==> src/rtl/pulse_burst_counter_pkg.sv <==
// Shared types and default parameters for the pulse measurement blocks.
package pulse_meas_pkg;

  typedef enum logic {
    IDLE = 1'b0,
    RUN  = 1'b1
  } state_e;

  localparam int unsigned DEF_WINDOW      = 16;
  localparam int unsigned DEF_CNT_W       = 8;
  localparam int unsigned DEF_SYNC_STAGES = 2;

endpackage

==> src/rtl/pulse_burst_counter_if.sv <==
// Result handshake between the burst counter and its consumer.
interface pulse_burst_counter_if
  import pulse_meas_pkg::*;
#(
  parameter int unsigned CNT_W = DEF_CNT_W
) ();

  logic [CNT_W-1:0] count_out;
  logic             count_valid;
  logic             count_ready;

  modport master (output count_out, output count_valid, input count_ready);
  modport slave  (input count_out, input count_valid, output count_ready);

endinterface

==> src/rtl/pulse_burst_counter_edge_sync.sv <==
// pulse_edge_sync: synchronizer, optional deglitch filter (PULSE_DEGLITCH_EN)
// and a registered one-cycle rising-edge strobe.
module pulse_edge_sync
  import pulse_meas_pkg::*;
#(
  parameter int unsigned SYNC_STAGES = DEF_SYNC_STAGES
) (
  input  logic clk,
  input  logic reset,
  input  logic pulse_in,
  output logic rise
);

  logic [SYNC_STAGES-1:0] sync_q, sync_d;
  logic                   hist_q, hist_d;
  logic                   rise_q, rise_d;
  logic                   lvl;

`ifdef PULSE_DEGLITCH_EN
  logic samp_q, samp_d;
  logic filt_q, filt_d;

  // Filtered level follows the synced level only after two matching samples.
  always_comb begin
    samp_d = sync_q[SYNC_STAGES-1];
    filt_d = filt_q;
    if (sync_q[SYNC_STAGES-1] == samp_q) begin
      filt_d = sync_q[SYNC_STAGES-1];
    end
  end

  always_ff @(posedge clk or posedge reset) begin
    if (reset) begin
      samp_q <= 1'b0;
      filt_q <= 1'b0;
    end else begin
      samp_q <= samp_d;
      filt_q <= filt_d;
    end
  end

  assign lvl = filt_q;
`else
  assign lvl = sync_q[SYNC_STAGES-1];
`endif

  always_comb begin
    sync_d = {sync_q[SYNC_STAGES-2:0], pulse_in};
    hist_d = lvl;
    rise_d = lvl & ~hist_q;
  end

  always_ff @(posedge clk or posedge reset) begin
    if (reset) begin
      sync_q <= '0;
      hist_q <= 1'b0;
      rise_q <= 1'b0;
    end else begin
      sync_q <= sync_d;
      hist_q <= hist_d;
      rise_q <= rise_d;
    end
  end

  assign rise = rise_q;

endmodule

==> src/rtl/pulse_burst_counter.sv <==
// Counts synchronized pulse_in rising edges over fixed windows and offers each
// window's count on a valid/ready handshake. PULSE_DEGLITCH_EN adds a glitch filter.
module pulse_burst_counter
  import pulse_meas_pkg::*;
#(
  parameter int unsigned WINDOW      = DEF_WINDOW,
  parameter int unsigned CNT_W       = DEF_CNT_W,
  parameter int unsigned SYNC_STAGES = DEF_SYNC_STAGES
) (
  input  logic                         clk,
  input  logic                         reset,
  input  logic                         en,
  input  logic                         pulse_in,
  pulse_burst_counter_if.master        res,
  output logic                         overrun,
  output logic                         active
);

  localparam int unsigned WIN_W = $clog2(WINDOW);
  localparam logic [CNT_W-1:0] CNT_MAX = {CNT_W{1'b1}};

  state_e           state_q, state_d;
  logic [WIN_W-1:0] win_q, win_d;
  logic [CNT_W-1:0] acc_q, acc_d;
  logic [CNT_W-1:0] count_out_q, count_out_d;
  logic             count_valid_q, count_valid_d;
  logic             overrun_q, overrun_d;
  logic             active_q, active_d;
  logic             rise;
  logic             xfer;
  logic             close;
  logic [CNT_W-1:0] acc_inc;

  pulse_edge_sync #(
    .SYNC_STAGES (SYNC_STAGES)
  ) u_edge_sync (
    .clk      (clk),
    .reset    (reset),
    .pulse_in (pulse_in),
    .rise     (rise)
  );

  assign xfer    = count_valid_q & res.count_ready;
  assign acc_inc = (rise && (acc_q != CNT_MAX)) ? acc_q + CNT_W'(1) : acc_q;

  // Window sequencing, result capture and handshake bookkeeping.
  always_comb begin
    state_d       = state_q;
    win_d         = win_q;
    acc_d         = acc_q;
    count_out_d   = count_out_q;
    count_valid_d = count_valid_q;
    overrun_d     = overrun_q;
    close         = 1'b0;

    unique case (state_q)
      IDLE: begin
        win_d = '0;
        acc_d = '0;
        if (en) begin
          state_d = RUN;
        end
      end
      RUN: begin
        if (!en) begin
          // Abort: partial window is dropped, any pending result survives.
          state_d = IDLE;
          win_d   = '0;
          acc_d   = '0;
        end else if (win_q == WIN_W'(WINDOW - 1)) begin
          close         = 1'b1;
          win_d         = '0;
          acc_d         = '0;
          count_out_d   = acc_inc;
          count_valid_d = 1'b1;
          if (count_valid_q && !res.count_ready) begin
            overrun_d = 1'b1;
          end
        end else begin
          win_d = win_q + WIN_W'(1);
          acc_d = acc_inc;
        end
      end
      default: begin
        state_d = IDLE;
      end
    endcase

    if (xfer && !close) begin
      count_valid_d = 1'b0;
    end

    active_d = (state_d == RUN);
  end

  always_ff @(posedge clk or posedge reset) begin
    if (reset) begin
      state_q       <= IDLE;
      win_q         <= '0;
      acc_q         <= '0;
      count_out_q   <= '0;
      count_valid_q <= 1'b0;
      overrun_q     <= 1'b0;
      active_q      <= 1'b0;
    end else begin
      state_q       <= state_d;
      win_q         <= win_d;
      acc_q         <= acc_d;
      count_out_q   <= count_out_d;
      count_valid_q <= count_valid_d;
      overrun_q     <= overrun_d;
      active_q      <= active_d;
    end
  end

  assign res.count_out   = count_out_q;
  assign res.count_valid = count_valid_q;
  assign overrun         = overrun_q;
  assign active          = active_q;

endmodule

==> src/flat_wrapper.sv <==
// flat-port wrapper written by rule: the top's interface ports become plain ports
module pulse_burst_counter_flat import pulse_meas_pkg::*;
#(
  parameter int unsigned WINDOW      = DEF_WINDOW,
  parameter int unsigned CNT_W       = DEF_CNT_W,
  parameter int unsigned SYNC_STAGES = DEF_SYNC_STAGES
)
  (clk, reset, en, pulse_in, overrun, active, res_count_out, res_count_valid, res_count_ready);
  pulse_burst_counter_if #(.CNT_W(CNT_W)) res_i ();
  input  logic clk;
  input  logic reset;
  input  logic en;
  input  logic pulse_in;
  output logic overrun;
  output logic active;
  output wire logic [$bits(res_i.count_out)-1:0] res_count_out;
  output wire logic [$bits(res_i.count_valid)-1:0] res_count_valid;
  input wire logic [$bits(res_i.count_ready)-1:0] res_count_ready;
  assign res_count_out = res_i.count_out;
  assign res_count_valid = res_i.count_valid;
  assign res_i.count_ready = res_count_ready;
  pulse_burst_counter #(.WINDOW(WINDOW), .CNT_W(CNT_W), .SYNC_STAGES(SYNC_STAGES)) u_core (.clk(clk), .reset(reset), .en(en), .pulse_in(pulse_in), .res(res_i), .overrun(overrun), .active(active));
endmodule
==> config.mk <==
export PLATFORM = sky130hd
export DESIGN_NAME = pulse_burst_counter_flat
export DESIGN_NICKNAME = d
export VERILOG_FILES = /design/src/rtl/pulse_burst_counter_pkg.sv /design/src/rtl/pulse_burst_counter_if.sv /design/src/rtl/pulse_burst_counter_edge_sync.sv /design/src/rtl/pulse_burst_counter.sv /design/src/flat_wrapper.sv
export SDC_FILE = /design/constraint.sdc
export NUM_CORES = 1
export LEC_CHECK = 0
export ABC_CLOCK_PERIOD_IN_PS = 2220
export BUFFER_PORTS_ARGS = -buffer_cell sky130_fd_sc_hd__buf_2
export CAP_MARGIN = 20
export CORE_MARGIN = 2
export CORE_UTILIZATION = 28
export CTS_CLUSTER_DIAMETER = 50
export DETAILED_ROUTE_END_ITERATION = 8
export PLACE_DENSITY = 0.43
export SETUP_SLACK_MARGIN = 0.5
export SLEW_MARGIN = 20
export SYNTH_ARGS = -nofsm -noshare
export SYNTH_HDL_FRONTEND = slang
export SYNTH_SLANG_ARGS = --single-unit
==> constraint.sdc <==
create_clock -name clk -period 2.22 [get_ports clk]
set_input_delay 0.444 -clock clk [delete_from_list [all_inputs] [get_ports clk]]
set_output_delay 0.444 -clock clk [all_outputs]
set_load 0.005 [all_outputs]
==> out/results.ini <==
[sta]
slew_headroom=0.692
clock.fmax_mhz=680
setup_viol=0
fin_crit_ns=1.47
skew_ns=0.00663
rsz0062_at_grt=false
final.setup.tns_ns=0
fin_crit_sh=0.662
drv_slew=0
worst-slew-pin-transition_ns=0.461
hold_viol=0

[detailed_routing]
drt_iter0_drc=30
viasPerCell=4.44
final_antenna_net_count=0
wire_per_inst_um=11.1
wirelength_um=1790
vias=715
dr.pass1.iters=4
drc=0

[power]
p_seq_frac=0.626
p_per_area_mw_per_mm2=638
p_int_uw=632
clkPwrFrac=0.341
leakage_nw=0.619
p_comb_frac=0.033
netSwitchingPower_uw=171
switching_share=0.213
vdd_drop_max_uv=461

[yosys]
async_reset_ff_frac=1.00
syn_area_mm2=0.00109
yosys_most_used_dff=dfrtp_1
yosys_warnings=0
syn_nets=102
ys_types=25
synthTopCellsByArea=dfrtp_1, nor2_1, nand2_1, xor2_1, mux2i_1
synthCells=95
synth_top_area_frac=0.618
synth_edf_count=0
yosysSeqAreaShare=0.618
synth.ff_latch_count=27
synth_area_leader_cell=dfrtp_1
postSynthAreaPerCell_um2=11.5

[layout]
layout.cells.non_filler=161
drive_above_1_share=0.230
fin_nets=121
antenna_cells=0
syn_to_final_growth_pct=15.2
n_fill_cell=404
mostFrequentLayoutCells=dfrtp_1, buf_2, nor2_1
final_common_cell=dfrtp_1

[global_route]
gr-total-overflow=0
grt_pass1_vias=654
antenna_found_initial=0
grt_max_degree=28
grt_pass1_wl_um=2970
grt_usage=0.0902

[critical_path]
worstPathMaxFanout=6
critPathRequiredTime_ns=2.38
crit_chain=ha_1 -> nand4_2 -> o21ai_2 -> mux2i_1 -> a21oi_1
max_stage_delay_ns=0.38
critical_path_class=reg -> reg
arrival_ns=1.63
cpLargestDelayFamily=flip-flops
worst_setup_path_start_kind=flop
cp_slowest_cell=dfrtp_1
critPathCaptureType=flop
worst-path-buf-inv=0

[place]
gp_congestion=0.725
hpwlAfterDp_um=1290
port_buffers=15
numPlacedInstances=157

[die]
die_h_um=66.5
die-area_mm2=0.00442
io_pins=16
rows=22
core_area_mm2=0.00372
dieWidth_um=66.5
initial_core_util=0.294

[clock_tree]
clk_pin_slew_ns=0.09
cts_tree=yes
insertion_delay_ns=0.27
cts_buffers=3
clk_path_buf_depth=2
htreeDepth=1
cts_sinks=27
root_buffer=clkbuf_8

[hold_path]
hp-class=in -> async

[flow_run]
cap_violations=0

[status]
status=finished, final reports clean

final timing paths:
| kind | startpoint | end | slack, ns | cells past startpoint |
|---|---|---|---|---|
| max in group asynchronous | reset | u_core.win_q[3] | 1.76 | 3 |
| min reg2reg | u_core.u_edge_sync.sync_q[0] | u_core.u_edge_sync.sync_q[1] | 0.36 | 0 |
| max reg2reg | u_core.acc_q[0] | u_core.res.count_out[1] | 0.75 | 5 |
| min | reset | u_core.res.count_valid | 0.21 | 3 |
| max | u_core.acc_q[0] | u_core.res.count_out[1] | 0.75 | 5 |
| min in group clk | pulse_in | u_core.u_edge_sync.sync_q[0] | 0.27 | 1 |
cells in the mapped netlist, types with 2 or more instances:
cell type,number
dfrtp_1,27
nor2_1,13
nand2_1,10
o21ai_1,5
nand3_1,4
xor2_1,4
inv_1,3
mux2i_1,3
o21ai_0,3
o21ai_2,3
and3_1,2
buf_6,2
ha_1,2
nor2b_1,2
o211ai_1,2
state kept, by name, indices dropped and copies added, names as in the netlist:
| name | count |
|---|---|
| u_core.res.count_valid | 1 |
| u_core.state_q | 1 |
| u_core.u_edge_sync.sync_q | 2 |
| u_core.win_q | 4 |
| u_core.u_edge_sync.rise | 1 |
| u_core.acc_q | 8 |
| u_core.res.count_out | 8 |
| u_core.u_edge_sync.hist_q | 1 |
| u_core.overrun | 1 |
final cells by class:
type	instances	area, um2	share of cell area
sequential	27	676	0.536
multi-input combinational	63	384	0.305
timing repair buffer	16	82.6	0.0655
tap	48	60.1	0.0477
clock buffer	3	41.3	0.0328
inverter	3	11.3	0.00894
clock inverter	1	5.00	0.00397
layer usage:
layer  wire length (um)  part of all wire  GRT usage
met1                828              0.46      0.115
met2                854              0.48      0.143
met3                 91             0.051     0.0405
met4                 11            0.0062     0.0153
met5                  0                 0          0
power by group through the flow:
stage               Sequential (mW)  Combinational [mW]  Clock, mW
global placement              0.513              0.0283          0
floorplan                     0.512              0.0159          0
detailed placement            0.513              0.0283          0
finish                        0.503              0.0268      0.274
CTS                           0.503              0.0285      0.287
global route                  0.504              0.0320      0.310
timing repair:
| action | 4_1_cts | 5_1_grt |
|---|---|---|
| setup buffers | 0 | 0 |
| endpoints found under the setup margin | 0 | 1 |
| resized for setup | 0 | 1 |
| hold buffers | 0 | 0 |
worst min-delay path: cells and delay by family:
family / cells / cell delay (ns)
buffers and inverters: 3 / 0.44
cell families after synthesis:
kind of cell / Yosys count / share of synthesized area
simple gates: 37 / 0.168
xor+xnor: 5 / 0.0400
flops: 27 / 0.618
fa+ha+maj: 2 / 0.0229
mux: 3 / 0.0275
compound gates: 16 / 0.0927
buf+inv: 5 / 0.0309
through the flow:
step,power (mW),hold WS (ns),utilization,worst slack (ns),area (um2)
3_3_place_gp,0.541,0.333,0.327,0.653,1210
6_report,0.804,0.209,0.339,0.750,1260
5_1_grt,0.846,0.239,0.339,0.642,1260
4_1_cts,0.819,0.224,0.339,0.637,1260
3_5_place_dp,0.541,0.336,0.327,0.651,1210
2_1_floorplan,0.528,0.331,-,0.886,1090
Power figures use the tool's default switching activity.
